===== src/rtl/multi_phase_traffic_controller.sv =====
// N-approach round-robin signal controller with per-approach emergency preemption and next-green buzzer.
// Requests take effect one cycle after they are sampled; there is no backpressure, and outputs decode registered state only.
module multi_phase_traffic_controller #(
    parameter int NUM_PHASES  = 2,
    parameter int GREEN_TIME  = 25,
    parameter int YELLOW_TIME = 5,
    parameter int ALLRED_TIME = 2,
    parameter int EMERG_TIME  = 10,
    parameter int WARN_TIME   = 5,
    parameter int TIMER_W     = 8
) (
    input  logic                          clk,
    input  logic                          rst_n,
    input  logic [NUM_PHASES-1:0]         emerg_req,
    output logic [2*NUM_PHASES-1:0]       light,
    output logic [NUM_PHASES-1:0]         buzzer,
    output logic [$clog2(NUM_PHASES)-1:0] active_phase,
    output logic                          emerg_active
);
    localparam int PW = $clog2(NUM_PHASES);
    localparam logic [TIMER_W-1:0] G_LD   = TIMER_W'(GREEN_TIME - 1);
    localparam logic [TIMER_W-1:0] Y_LD   = TIMER_W'(YELLOW_TIME - 1);
    localparam logic [TIMER_W-1:0] A_LD   = TIMER_W'(ALLRED_TIME - 1);
    localparam logic [TIMER_W-1:0] E_LD   = TIMER_W'(EMERG_TIME - 1);
    localparam logic [TIMER_W:0]   WARN_V = (TIMER_W+1)'(WARN_TIME);

    typedef enum logic [1:0] {S_GREEN, S_YELLOW, S_ALLRED, S_EGREEN} state_t;

    state_t                state_q, state_d;
    logic [PW-1:0]         phase_q, phase_d;
    logic [TIMER_W-1:0]    tmr_q, tmr_d;
    logic [NUM_PHASES-1:0] pend_q, pend_d;
    logic [PW-1:0]         tgt, nxt;
    logic [NUM_PHASES-1:0] act_oh, tgt_oh, nxt_oh, req_lat, clr;
    logic                  tmr_done, any_pend, buz_en;

    assign tmr_done = (tmr_q == '0);
    assign any_pend = (pend_q != '0);

    // Lowest-index pending approach wins; scan high to low so the last write is the lowest.
    always_comb begin
        tgt = '0;
        for (int p = NUM_PHASES - 1; p >= 0; p--) begin
            if (pend_q[p]) tgt = PW'(p);
        end
    end

    assign nxt = any_pend ? tgt :
                 (phase_q == PW'(NUM_PHASES - 1)) ? '0 : phase_q + PW'(1);

    always_comb begin
        act_oh = '0;
        tgt_oh = '0;
        nxt_oh = '0;
        for (int p = 0; p < NUM_PHASES; p++) begin
            act_oh[p] = (phase_q == PW'(p));
            tgt_oh[p] = (tgt == PW'(p));
            nxt_oh[p] = (nxt == PW'(p));
        end
    end

    always_comb begin
        state_d = state_q;
        phase_d = phase_q;
        tmr_d   = tmr_q - TIMER_W'(1);
        req_lat = emerg_req;
        clr     = '0;
        case (state_q)
            S_GREEN: begin
                if ((pend_q & act_oh) != '0) begin
                    state_d = S_EGREEN;
                    tmr_d   = E_LD;
                    clr     = act_oh;
                end else if (any_pend || tmr_done) begin
                    state_d = S_YELLOW;
                    tmr_d   = Y_LD;
                end
            end
            S_YELLOW: begin
                if (tmr_done) begin
                    state_d = S_ALLRED;
                    tmr_d   = A_LD;
                end
            end
            S_ALLRED: begin
                if (tmr_done) begin
                    if (any_pend) begin
                        phase_d = tgt;
                        state_d = S_EGREEN;
                        tmr_d   = E_LD;
                        clr     = tgt_oh;
                    end else begin
                        phase_d = nxt;
                        state_d = S_GREEN;
                        tmr_d   = G_LD;
                    end
                end
            end
            S_EGREEN: begin
                // A repeat request from the served approach extends its green instead of queueing.
                req_lat = emerg_req & ~act_oh;
                if ((emerg_req & act_oh) != '0) begin
                    tmr_d = E_LD;
                end else if (tmr_done) begin
                    state_d = S_YELLOW;
                    tmr_d   = Y_LD;
                end
            end
            default: begin
                state_d = S_GREEN;
                tmr_d   = G_LD;
            end
        endcase
        pend_d = (pend_q | req_lat) & ~clr;
    end

    always_ff @(posedge clk or negedge rst_n) begin
        if (!rst_n) begin
            state_q <= S_GREEN;
            phase_q <= '0;
            tmr_q   <= G_LD;
            pend_q  <= '0;
        end else begin
            state_q <= state_d;
            phase_q <= phase_d;
            tmr_q   <= tmr_d;
            pend_q  <= pend_d;
        end
    end

    assign buz_en = ((state_q == S_GREEN) && !any_pend && ({1'b0, tmr_q} < WARN_V)) ||
                    (state_q == S_YELLOW) || (state_q == S_ALLRED);

    always_comb begin
        light = '0;
        for (int p = 0; p < NUM_PHASES; p++) begin
            if (act_oh[p]) begin
                if (state_q == S_GREEN || state_q == S_EGREEN) light[2*p +: 2] = 2'b01;
                else if (state_q == S_YELLOW)                  light[2*p +: 2] = 2'b10;
            end
        end
    end

    assign buzzer       = buz_en ? nxt_oh : '0;
    assign active_phase = phase_q;
    assign emerg_active = (state_q == S_EGREEN);
endmodule


===== config.mk =====
export PLATFORM = sky130hd
export DESIGN_NAME = multi_phase_traffic_controller
export DESIGN_NICKNAME = d
export VERILOG_FILES = /design/src/rtl/multi_phase_traffic_controller.sv
export SDC_FILE = /design/constraint.sdc
export NUM_CORES = 1
export LEC_CHECK = 0
export CAP_MARGIN = 20
export CORE_MARGIN = 2
export CORE_UTILIZATION = 30
export DETAILED_ROUTE_END_ITERATION = 6
export PLACE_DENSITY = 0.55
export SLEW_MARGIN = 15
export SYNTH_ARGS = -nofsm -noshare
export SYNTH_HDL_FRONTEND = slang
export SYNTH_SLANG_ARGS = --single-unit

===== constraint.sdc =====
create_clock -name clk -period 1.84 [get_ports clk]
set_input_delay 0.46 -clock clk [delete_from_list [all_inputs] [get_ports clk]]
set_output_delay 0.46 -clock clk [all_outputs]
set_load 0.02 [all_outputs]

Word level (Yosys, flattened, before mapping)
Index checks and enable logic that the tools add are counted.

storage, ports and cells
  logic and storage cells = 70
  input port bits = 4
  register bits after elaboration = 13
  output and inout bits = 8

cells by class
  reduce and logical (&&, ||, !) cells = 14
  equality and inequality tests = 8
  magnitude comparators = 1
  $add $sub $neg = 2
  bitwise operators = 10
  mux-type cells = 31

operators by type and width
  operator                                                                      count
  8-bit two-way mux                                                             6
  2-bit two-way mux                                                             16
  8-bit one-hot mux with 4 select lines                                         1
  2-bit AND                                                                     4
  8-bit zero test                                                               1
  8-bit by 3-bit less-than comparator with 1-bit output, second input constant  1
  2-bit one-hot mux with 4 select lines                                         1
  8-bit by 1-bit subtractor with 8-bit output, second input constant            1
  2-bit inequality test, second input constant                                  3
  2-bit nonzero test                                                            3
  1-bit two-way mux                                                             5
  5-bit two-way mux                                                             1
  5-bit AND reduction                                                           1
  2-bit == test, second input constant                                          2
  1-bit logical OR                                                              4
  2-bit NOT                                                                     2
  2-bit one-hot mux with 2 select lines                                         1
  3-bit inequality test, second input constant                                  1
  1-bit NOT                                                                     3
  2-bit by 1-bit == test with 1-bit output, second input constant               1
  1-bit logical AND                                                             2
  2-bit zero test                                                               1
  2-bit by 1-bit inequality test with 1-bit output, second input constant       1
  2-bit OR                                                                      1
  other kinds (3)                                                               3

Logic depth before layout (Yosys ltp)
  word-level depth = 8
  mapped depth = 7

Worst setup path before layout
OpenSTA, ideal clock, no wires.

  path type = register to output
  start = register state_q[0]
  end = output port buzzer[1]
  path slack = -106 ps
  cell stages (with the launch flop) = 6
  arrival time = 1486 ps
  cells stage by stage = dfrtp_1 > inv_1 > ha_1 > nor3b_1 > a311oi_1 > nor2b_1

on the way
  cells in the longest elaborated chain, start to end = 6

RTL lines
  element                          line  text
  start, declared                  29    state_t state_q, state_d;
  start signal, assigned           124   state_q <= state_d;
  2-bit zero test                  131   assign buz_en = ((state_q == S_GREEN) && !any_pend && ({1'b0, tmr_q} < WARN_V)) ||
  1-bit logical AND (2 in series)  131
  1-bit logical OR                 131
  1-bit logical OR (*)             132   (state_q == S_YELLOW) || (state_q == S_ALLRED);
  2-bit two-way mux (*)            144   assign buzzer = buz_en ? nxt_oh : '0;
  end, declared                    16    output logic [NUM_PHASES-1:0] buzzer,

Mark *: on every way between the ends. The rest lies on a longest branch, timed or not.

Worst setup path in the final report
  start = register state_q[1]
  end = output port buzzer[1]

The elaborated chain is that of the path after synthesis.

==> flow_summary.toml <==
[run_status]
outcome = "finished, violations left"
violations = "setup timing"

[routing]
postRouteAntennaNets = 0
via_per_inst = 4.71
num_vias = 914
wirelength_mm = 2.44
drtIter0Drc = 60
firstDrtPassIters = 4
drc = 0
routedWlPerCell_um = 12.6

[power_and_ir_drop]
power_frac_seq_pct = 58.1
ir_drop_mv = 0.380
leakagePower_nw = 0.666
clkPwrFrac_pct = 37.7
power.share.switching_pct = 22.6
power_density_nw_per_um2 = 332
power.internal_uw = 381
combPwrFrac_pct = 4.2
switchingPower_uw = 111

[setup_path]
reg2regPathDepth = 6
cp.arrival_ns = 1.57
cp-startpoint = "state_q[1]$_DFFE_PN0P_"
r2r-end = "tmr_q[3]$_DFF_PN1_"
crit_path_end_kind = "output pin"
worstPathRequired_ns = 1.38
crit_type = "flip-flop to output pin"
rrSetupSlack_ns = 0.10
crit_fanout = 2
reg2reg_from = "tmr_q[0]$_DFF_PN0_"
cp-start-kind = "flip-flop"

[synthesis]
synth_top_area_cell = "dfrtp_1"
synth_compound_area_share_pct = 20.2
avgSynthCellArea_sq_um = 9.62
synth_top_family_by_area = "simple AND/OR/NAND/NOR gates"
yosysMostFrequentCell = "nor2_1"
synth_ff_type = "dfrtp_1"
syn-cell-area_sq_um = 1030
ys_types = 47
synth-adder-area-share_pct = 7.29
synth_area_leaders = "dfrtp_1, ha_1, dfstp_2"
synth.ff_latch_count = 13
synth.area.mux_share_pct = 8.02
synth_nets = 117
synthCells = 107
ys_top_cells_by_count = "nor2_1, dfrtp_1, a21oi_1"
synth_async_sr_flop_share_pct = 100
synth_warnings = 0
synth_edf_count = 0
synth_xor_area_share_pct = 4.25
synth_simple_gate_area_share_pct = 21.1
ys_seq_area_share_pct = 31.8
yosysTopAreaCellShare_pct = 26.7

[timing]
setup_ws_ns = -0.187
rsz0062_at_grt = "yes"
hold_viol_final = 0
whs_ns = 0.487
relSlewSlack_pct = 79.6
drv_slew = 0
fmax_ghz = 0.493
finalSetupViolCount = 2
worst_pin_slew_ns = 0.299
fin_skew_ns = 0.00257
final.period_utilization_pct = 110
min_period_ns = 2.03

[floorplanning]
dieWidth_um = 62.6
start_util_pct = 31.1
rows = 21
ioPinCount = 12
coreArea_sq_um = 3310
dieArea_sq_um = 3920
die_height_um = 62.6

[global_routing]
grt_max_degree = 15
grt_pass1_wl_mm = 4.26
track_usage_pct = 13.6
grt_overflow_total = 0
grt_pass1_vias = 908
antenna_found_initial = 0

[placement]
preCtsSetupSlack_ns = -0.398
place_hpwl_mm = 1.86
post-place-cells = 186
dpl-instance-area_sq_um = 1390
io_buffer_count = 11
gp_congestion = 0.841

[cells_and_area]
area_delta_synth_final_pct = 43.7
fin_nets = 159
diodes = 0
fin_cells = 194
stdcell_area_sq_um = 1480
drive_gt1_share_pct = 47.3

[clock_network]
htreeDepth = 1
clock_latency_ns = 0.28
cts_root_buf = "clkbuf_4"
ctsHoldBuffers = 0
clockBufferDepth = 2
tritoncts = "done"
cts_made_buffers = 3
cts.reportedPaths.clkPinSlew_ns = 0.09
clock-sinks = 13

[flow_run]
cap_viol_max_count = 0

[min_path]
worstHoldPathType = "input port to asynchronous set/reset pin"
-- logic make-up (layout without fill, tap and decap cells) --
kind of cell / after synthesis / after routing
and+or+nand+nor: 35 / 36
AOI/OAI and AO/OA: 26 / 26
buffers and inverters: 15 / 55
DFF: 13 / 13
muxes: 7 / 7
adders and majority gates: 6 / 6
xor gates and xnor gates: 5 / 5
-- cell usage in the layout, fill, tap and decap left out, types with 2 or more instances in the layout --
master,netlist,routed
buf_4,0,32
nor2_1,13,12
dfrtp_1,11,11
a21oi_1,9,8
inv_1,8,6
buf_6,0,4
nand2_1,3,3
xor2_1,3,3
ha_1,6,3
clkbuf_4,0,3
clkdlybuf4s50_1,0,3
nor3b_4,0,2
and2_4,1,2
xnor2_1,2,2
mux2_1,2,2
nor2_2,1,2
mux2i_1,2,2
nand3_1,2,2
o311a_1,2,2
inv_2,0,2
nor2b_2,0,2
ha_2,0,2
buf_2,2,2
dfstp_2,2,2
-- power groups by stage --
stage / logic [mW] / clock network (mW) / registers (mW)
2_1_floorplan: 0.00247 / 0 / 0.291
3_3_place_gp: 0.0212 / 0 / 0.291
3_5_place_dp: 0.0213 / 0 / 0.291
4_1_cts: 0.0215 / 0.195 / 0.286
5_1_grt: 0.0232 / 0.217 / 0.286
6_report: 0.0209 / 0.185 / 0.286
-- critical path, stage by stage, from the launching register on --
cell and delay [ns]:
dfrtp_1 0.37, inv_2 0.05, ha_4 0.15, nor3b_4 0.15, a311oi_2 0.34, nor2b_2 0.08
buf_6 0.14
-- layout make-up --
cell class	count	area (sq um)
Fill cell	338	1830
Multi-Input combinational cell	80	694
Timing Repair Buffer	43	344
Sequential cell	13	328
Tap cell	46	57.6
Inverter	8	30.0
Clock buffer	4	26.3
-- repair_timing --
item,CTS,global route
gates resized for setup,35,12
setup endpoints to repair,9,7
hold endpoints to repair,0,0
setup buffers,1,2
gates cloned,0,1
pin swaps,4,4
-- through the flow --
| step | TNS [ns] | util (%) | power (mW) |
|---|---|---|---|
| after floorplan | 0 | - | 0.294 |
| after global placement | -1.23 | 41.9 | 0.312 |
| after detailed placement | -1.46 | 41.9 | 0.312 |
| after CTS | -0.406 | 43.1 | 0.502 |
| after global routing | -0.633 | 44.7 | 0.526 |
| final | -0.368 | 44.7 | 0.492 |
-- registers in the layout, summed over array words and instances, names as in the netlist --
| name | flops |
|---|---|
| state_q | 2 |
| tmr_q | 8 |
| active_phase | 1 |
| pend_q | 2 |
-- worst max-delay path by stage --
stage	to	slack, ns
3_5_place_dp	buzzer[1]	-0.40
2_1_floorplan	buzzer[1]	0.04
3_3_place_gp	buzzer[1]	-0.37
4_1_cts	buzzer[1]	-0.22
6_report	buzzer[1]	-0.19
5_1_grt	buzzer[1]	-0.31
-- routing by layer --
| metal | wire, um | part of all wire, % | global-route usage (%) | vias up |
|---|---|---|---|---|
| met5 | 0 | 0 | 0 | - |
| met4 | 16 | 0.66 | 2.50 | 0 |
| met3 | 101 | 4.1 | 4.50 | 2 |
| met2 | 1200 | 49 | 22.8 | 17 |
| met1 | 1120 | 46 | 17.2 | 437 |
| li1 | - | - | - | 458 |
Power figures use the tool's default switching activity.
